## config.mk

```make
export PLATFORM = sky130hd
export DESIGN_NAME = fwd_hazard_unit
export DESIGN_NICKNAME = d
export VERILOG_FILES = /design/src/rtl/fwd_hazard_pkg.sv /design/src/rtl/fwd_hazard_unit_mc_scoreboard.sv /design/src/rtl/fwd_hazard_unit.sv
export SDC_FILE = /design/constraint.sdc
export NUM_CORES = 1
export LEC_CHECK = 0
export ABC_AREA = 0
export BUFFER_PORTS_ARGS = -buffer_cell sky130_fd_sc_hd__buf_2
export CAP_MARGIN = 20
export CORE_ASPECT_RATIO = 1.75
export CORE_MARGIN = 1
export CORE_UTILIZATION = 30
export DETAILED_ROUTE_END_ITERATION = 16
export PLACE_DENSITY_LB_ADDON = 0.3
export SETUP_SLACK_MARGIN = 0.05
export SYNTH_ARGS = -nofsm -noshare
export SYNTH_HDL_FRONTEND = slang
export SYNTH_HIERARCHICAL = 1
export SYNTH_SLANG_ARGS = --single-unit
```

## constraint.sdc

```tcl
create_clock -name clk -period 5.1 [get_ports clk]
set_input_delay 1.02 -clock clk [delete_from_list [all_inputs] [get_ports clk]]
set_output_delay 1.02 -clock clk [all_outputs]
set_load 0.01 [all_outputs]
```

## src/rtl/fwd_hazard_pkg.sv

```systemverilog
`default_nettype none
// ============================================================================
// Module      : fwd_hazard_pkg
// Description : Shared encodings, helpers and types for the forwarding and
//               hazard unit and its multi-cycle scoreboard.
// Revision    : 1.0 - initial release
// ============================================================================
package fwd_hazard_pkg;

    // Operand select value that picks the register file.
    localparam int FWD_SEL_RF = 0;

    // Register address width of the default configuration.
    localparam int REG_AW_DEF = 5;

    // Register address of the default configuration.
    typedef logic [REG_AW_DEF-1:0] reg_addr_t;

    // Select width: register file, one code per stage, plus the mc bypass.
    function automatic int fwd_sel_width(input int num_stages);
        return $clog2(num_stages + 2);
    endfunction

    // Select value for the multi-cycle write-back bypass (FWD_SEL_MCBYP);
    // it sits directly above the last forwarding stage code.
    function automatic int fwd_sel_mcbyp(input int num_stages);
        return num_stages + 1;
    endfunction

endpackage
`default_nettype wire

```

## src/rtl/fwd_hazard_unit_mc_scoreboard.sv

```systemverilog
`default_nettype none
// ============================================================================
// Module      : mc_scoreboard
// Description : Pending-destination scoreboard for the out-of-pipe multi-cycle
//               unit. Tracks outstanding ops and flags RAW, WAW and structural
//               hazards for the instruction in ID.
// Revision    : 1.0 - initial release
// ============================================================================
module mc_scoreboard
    import fwd_hazard_pkg::*;
#(
    parameter int NUM_RD_PORTS = 2,
    parameter int REG_AW       = 5,
    parameter int MAX_MC_OUT   = 4,
    localparam int CNT_W       = $clog2(MAX_MC_OUT + 1)
) (
    input  logic                           clk,
    input  logic                           rst,
    input  logic [NUM_RD_PORTS*REG_AW-1:0] i_rd_addr,
    input  logic [NUM_RD_PORTS-1:0]        i_rd_used,
    input  logic                           i_id_is_mc,
    input  logic [REG_AW-1:0]              i_id_mc_rd,
    input  logic                           i_mc_wb_valid,
    input  logic [REG_AW-1:0]              i_mc_wb_rd,
    input  logic                           i_hold,
    output logic                           o_sb_stall,
    output logic [CNT_W-1:0]               o_mc_outstanding
);

    localparam int              c_NUM_REGS = 2 ** REG_AW;
    localparam logic [CNT_W-1:0] c_MAX_CNT = CNT_W'(MAX_MC_OUT);

    logic [c_NUM_REGS-1:0] r_pending;
    logic [CNT_W-1:0]      r_count;
    logic [c_NUM_REGS-1:0] w_pending_nxt;
    logic [CNT_W-1:0]      w_count_nxt;
    logic                  w_raw;
    logic                  w_waw;
    logic                  w_struct;
    logic                  w_issue;
    logic                  w_wb_eff;

    // A write-back with nothing outstanding is meaningless and is dropped.
    assign w_wb_eff = i_mc_wb_valid && (r_count != '0);

    // RAW lookup: a used source that is still pending and not bypassed now.
    always_comb begin
        w_raw = 1'b0;
        for (int p = 0; p < NUM_RD_PORTS; p++) begin
            if (i_rd_used[p] && (i_rd_addr[p*REG_AW +: REG_AW] != '0) &&
                r_pending[i_rd_addr[p*REG_AW +: REG_AW]] &&
                !(i_mc_wb_valid && (i_mc_wb_rd == i_rd_addr[p*REG_AW +: REG_AW]))) begin
                w_raw = 1'b1;
            end
        end
    end

    // WAW and structural checks on the op trying to issue from ID.
    always_comb begin
        w_waw    = i_id_is_mc && r_pending[i_id_mc_rd];
        w_struct = i_id_is_mc && (r_count == c_MAX_CNT) && !i_mc_wb_valid;
    end

    assign o_sb_stall = w_raw || w_waw || w_struct;

    // An op issues only when nothing holds ID; writes to x0 are never tracked.
    assign w_issue = i_id_is_mc && !o_sb_stall && !i_hold && (i_id_mc_rd != '0);

    // Next pending vector: set is applied after clear so the younger issue wins.
    always_comb begin
        w_pending_nxt = r_pending;
        if (w_wb_eff) begin
            w_pending_nxt[i_mc_wb_rd] = 1'b0;
        end
        if (w_issue) begin
            w_pending_nxt[i_id_mc_rd] = 1'b1;
        end
    end

    // Outstanding count: issue and write-back in one cycle cancel out.
    always_comb begin
        w_count_nxt = r_count;
        if (w_issue && !w_wb_eff && (r_count != c_MAX_CNT)) begin
            w_count_nxt = r_count + CNT_W'(1);
        end else if (!w_issue && w_wb_eff) begin
            w_count_nxt = r_count - CNT_W'(1);
        end
    end

    // Scoreboard state register; reset drops every outstanding op.
    always_ff @(posedge clk) begin
        if (rst) begin
            r_pending <= '0;
            r_count   <= '0;
        end else begin
            r_pending <= w_pending_nxt;
            r_count   <= w_count_nxt;
        end
    end

    assign o_mc_outstanding = r_count;

    // A write-back with no outstanding op points at a broken multi-cycle unit.
    a_no_wb_when_empty : assert property (@(posedge clk) disable iff (rst)
        !(i_mc_wb_valid && (r_count == '0)));

endmodule
`default_nettype wire

```

## src/rtl/fwd_hazard_unit.sv

```systemverilog
`default_nettype none
// ============================================================================
// Module      : fwd_hazard_unit
// Description : Operand forwarding select for N read ports over M stages plus
//               mc write-back bypass, load-use and scoreboard stall generation,
//               and a saturating stall-cycle counter.
// Revision    : 1.0 - initial release
// ============================================================================
module fwd_hazard_unit
    import fwd_hazard_pkg::*;
#(
    parameter int NUM_RD_PORTS   = 2,
    parameter int NUM_FWD_STAGES = 2,
    parameter int REG_AW         = 5,
    parameter int MAX_MC_OUT     = 4,
    parameter int PERF_W         = 32,
    localparam int SEL_W         = fwd_sel_width(NUM_FWD_STAGES),
    localparam int CNT_W         = $clog2(MAX_MC_OUT + 1)
) (
    input  logic                             clk,
    input  logic                             rst,
    input  logic [NUM_RD_PORTS*REG_AW-1:0]   i_rd_addr,
    input  logic [NUM_RD_PORTS-1:0]          i_rd_used,
    input  logic [NUM_FWD_STAGES*REG_AW-1:0] i_fwd_wr_addr,
    input  logic [NUM_FWD_STAGES-1:0]        i_fwd_wr_en,
    input  logic [REG_AW-1:0]                i_ex_rd,
    input  logic                             i_ex_is_load,
    input  logic                             i_id_is_mc,
    input  logic [REG_AW-1:0]                i_id_mc_rd,
    input  logic                             i_mc_wb_valid,
    input  logic [REG_AW-1:0]                i_mc_wb_rd,
    output logic [NUM_RD_PORTS*SEL_W-1:0]    o_fwd_sel,
    output logic                             o_stall_id,
    output logic                             o_bubble_ex,
    output logic [CNT_W-1:0]                 o_mc_outstanding,
    output logic [PERF_W-1:0]                o_stall_cnt
);

    localparam logic [SEL_W-1:0] c_SEL_RF    = SEL_W'(FWD_SEL_RF);
    localparam logic [SEL_W-1:0] c_SEL_MCBYP = SEL_W'(fwd_sel_mcbyp(NUM_FWD_STAGES));

    logic              w_load_use;
    logic              w_sb_stall;
    logic              w_stall;
    logic [PERF_W-1:0] r_stall_cnt;

    // Per-port operand select: youngest matching stage, then mc bypass, else RF.
    for (genvar p = 0; p < NUM_RD_PORTS; p++) begin : g_port
        logic [REG_AW-1:0] w_addr;
        logic [SEL_W-1:0]  w_sel;

        assign w_addr = i_rd_addr[p*REG_AW +: REG_AW];

        // Scan oldest to youngest so the lowest stage index overrides last.
        always_comb begin
            w_sel = c_SEL_RF;
            if (i_rd_used[p] && (w_addr != '0)) begin
                if (i_mc_wb_valid && (i_mc_wb_rd == w_addr)) begin
                    w_sel = c_SEL_MCBYP;
                end
                for (int k = NUM_FWD_STAGES - 1; k >= 0; k--) begin
                    if (i_fwd_wr_en[k] && (i_fwd_wr_addr[k*REG_AW +: REG_AW] == w_addr)) begin
                        w_sel = SEL_W'(k + 1);
                    end
                end
            end
        end

        assign o_fwd_sel[p*SEL_W +: SEL_W] = w_sel;
    end

    // Load-use: the loaded value is not available until the load reaches MEM.
    always_comb begin
        w_load_use = 1'b0;
        if (i_ex_is_load && (i_ex_rd != '0)) begin
            for (int p = 0; p < NUM_RD_PORTS; p++) begin
                if (i_rd_used[p] && (i_rd_addr[p*REG_AW +: REG_AW] == i_ex_rd)) begin
                    w_load_use = 1'b1;
                end
            end
        end
    end

    mc_scoreboard #(
        .NUM_RD_PORTS (NUM_RD_PORTS),
        .REG_AW       (REG_AW),
        .MAX_MC_OUT   (MAX_MC_OUT)
    ) u_mc_scoreboard (
        .clk              (clk),
        .rst              (rst),
        .i_rd_addr        (i_rd_addr),
        .i_rd_used        (i_rd_used),
        .i_id_is_mc       (i_id_is_mc),
        .i_id_mc_rd       (i_id_mc_rd),
        .i_mc_wb_valid    (i_mc_wb_valid),
        .i_mc_wb_rd       (i_mc_wb_rd),
        .i_hold           (w_load_use),
        .o_sb_stall       (w_sb_stall),
        .o_mc_outstanding (o_mc_outstanding)
    );

    assign w_stall     = w_load_use || w_sb_stall;
    assign o_stall_id  = w_stall;
    assign o_bubble_ex = w_stall;

    // Stall-cycle performance counter, saturating at all-ones.
    always_ff @(posedge clk) begin
        if (rst) begin
            r_stall_cnt <= '0;
        end else if (w_stall && (r_stall_cnt != '1)) begin
            r_stall_cnt <= r_stall_cnt + PERF_W'(1);
        end
    end

    assign o_stall_cnt = r_stall_cnt;

endmodule
`default_nettype wire
```

==> flow_summary.yaml <==
outcome:
  outcome: "completed"
synth:
  synth_seq_area_share: 0.269
  synth_cell_types: 63
  synth_nets: 634
  async_flop_share: 0
  synth.ff_latch_count: 67
  yosys_warnings: 6
  synth_edf_count: 0
  avgSynthCellArea_um2: 8.48
  synthCells: 588
  syn-cell-area_um2: 4990
  synthFlopType: "dfxtp_1"
pwr:
  cellPowerDensity_nw_per_um2: 248
  p_leak_uw: 0.00231
  ir_drop_v: 0.000127
floorplanning:
  core-area_um2: 16400
  die_y_um: 173
  io_pins: 85
  placementRows: 62
  fp.dieArea_um2: 17200
  initial_utilization: 0.305
  die_w_um: 99.5
detailed_routing:
  final_antenna_net_count: 0
  firstDrtPassIters: 7
  routed_wl_mm: 16.4
  drt_iter0_markers: 362
  post_drt_wl_per_cell_um: 18.9
  route.detailed.drc: 0
  routed_via_density: 5.45
  vias: 4732
global_routing:
  antenna_found_initial: 0
  gr-usage-met3: 0.0251
  met2_usage: 0.352
  busiest_layer: "met2"
  grt_pass1_vias: 4786
  grt_max_degree: 41
  use_met1: 0.199
  grt_usage: 0.193
  grt_pass1_wl_mm: 25.6
  gr-total-overflow: 0
worst_setup_path:
  crit_path_max_fanout: 31
  criticalPathCategory: "in -> out"
  required_ns: 4.08
  worst_ep_arrival_time_ns: 3.56
  worst_setup_path_start_kind: "input port"
  end_kind: "output port"
final_layout:
  layout_common_cells: "84 x buf_2, 67 x dfxtp_1, 54 x xor2_1"
  fin_nets: 685
  drive_gt1_frac: 0.216
  multi_input_area_um2: 3380
  fillers: 1686
  regArea_um2: 1340
  final_cells: 869
  area_growth_pct: 15.5
  layout_commonest_cell: "buf_2"
  stdcell_area_um2: 5760
timing:
  hold_violations: 0
  slew_viol_final: 0
  fin_tns_setup_ns: 0
  slew-limit-headroom: 0.540
  period_needed_ns: 4.58
  setup_viol: 0
  finalCritPeriodShare: 0.899
  rsz0062_at_grt: "no"
  worst_pin_slew_ns: 0.690
  fin_skew_ns: 0.00570
  fmax_ghz: 0.218
placement:
  hpwl_mm: 12.4
  dpl-instance-area_um2: 5470
  gp_congestion: 0.962
  port_buffers: 84
  dp_cells: 852
clocking:
  numCtsBuffers: 9
  htreeDepth: 3
  clk_latency_ns: 0.34
  postCtsSetupRepairBufs: 0
  cts_tree: "done"
  cts_root_buf: "clkbuf_16"
  ctsResizeCount: 0
  clock_path_buffers: 2
  cts_sinks: 67
  clk_transition_reported_paths_ns: 0.06
  hold_buffers: 0
min_path:
  hold_class: "reg -> reg"
flow_run:
  cap_violations: 0
[Yosys cell counts, drive strengths merged (4+ instances only)]
library cell | number | area share
a21oi | 17 | 0.017
mux2i | 12 | 0.024
or4 | 12 | 0.018
and4 | 5 | 0.0093
nand2 | 29 | 0.024
a31oi | 4 | 0.0050
nor3 | 9 | 0.0090
xnor2 | 20 | 0.035
nor4 | 13 | 0.019
and3 | 26 | 0.033
inv | 6 | 0.0045
xor2 | 54 | 0.095
buf | 27 | 0.034
clkbuf | 20 | 0.015
o21ai | 44 | 0.044
a21o | 4 | 0.0060
a31o | 4 | 0.0088
nor2 | 46 | 0.035
nor2b | 32 | 0.040
mux4 | 18 | 0.081
nand3b | 5 | 0.0075
nor3b | 11 | 0.017
o31ai | 4 | 0.0060
mux2 | 7 | 0.016
nand3 | 41 | 0.041
dfxtp | 67 | 0.27
nand2b | 4 | 0.0050
nand4 | 13 | 0.021
[worst max-delay path: stages]
cell and delay, ns:
buf_2 0.31, mux4_2 0.56, a2111oi_0 0.48, a221oi_1 0.17, a31oi_1 0.36, nand2_1 0.12, a31o_4 0.35, buf_2 0.19
[per-stage QoR]
step / util / setup WS [ns] / total power [uW] / hold slack, ns
after floorplan: - / 0.834 / 748 / 0.471
after global placement: 0.334 / 0.568 / 827 / 0.470
after detailed placement: 0.334 / 0.570 / 833 / 0.482
after CTS: 0.352 / 0.559 / 1440 / 0.491
after global routing: 0.352 / 0.398 / 1490 / 0.531
final: 0.352 / 0.516 / 1430 / 0.490
[flip-flops by register name, indices dropped and copies added (netlist names)]
| name | count |
|---|---|
| o_stall_cnt | 32 |
| u_mc_scoreboard/r_pending | 32 |
| u_mc_scoreboard/o_mc_outstanding | 3 |
[cell families (layout without fill, tap and decap cells)]
group	after synthesis	after routing	synth area share
buffers and inverters	53	109	0.0532
muxes	37	37	0.121
AOI/OAI and AO/OA	94	94	0.118
and+or+nand+nor	261	261	0.303
adders and majority gates	2	2	0.00652
other	0	1	0
DFF	67	67	0.269
xor gates and xnor gates	74	74	0.130
[worst paths after layout]
| path | startpoint | to | slack (ns) | depth (start not counted) |
|---|---|---|---|---|
| setup reg to reg | u_mc_scoreboard/r_pending[9] | u_mc_scoreboard/r_pending[14] | 1.87 | 7 |
| hold reg to reg | o_stall_cnt[1] | o_stall_cnt[1] | 0.49 | 2 |
| hold / removal | o_stall_cnt[1] | o_stall_cnt[1] | 0.49 | 2 |
| setup / recovery | i_rd_addr[5] | o_stall_id | 0.52 | 8 |
[report_power, final]
group	switching (uW)	leakage, uW	total [uW]	internal, uW
sequential	19.8	0.000541	556	536
clock	248	0.000142	604	356
combinational	167	0.00163	269	102
total	435	0.00231	1430	994
[cell type report]
class | count | area share
antenna | 1 | 0.000435
clock buffer | 11 | 0.0439
clock inverter | 5 | 0.00608
inverter | 6 | 0.00391
multi-input combinational | 468 | 0.587
sequential | 67 | 0.233
tap | 224 | 0.0487
timing repair buffer | 87 | 0.0769
[per-layer routing]
metal	share of wire	wire [um]	vias to the layer above
met5	0	0	-
met1	0.37	6010	2280
met4	0.055	907	0
met2	0.54	8850	157
met3	0.038	616	54
li1	-	-	2241
No activity file was read; power rests on OpenSTA's default activity.
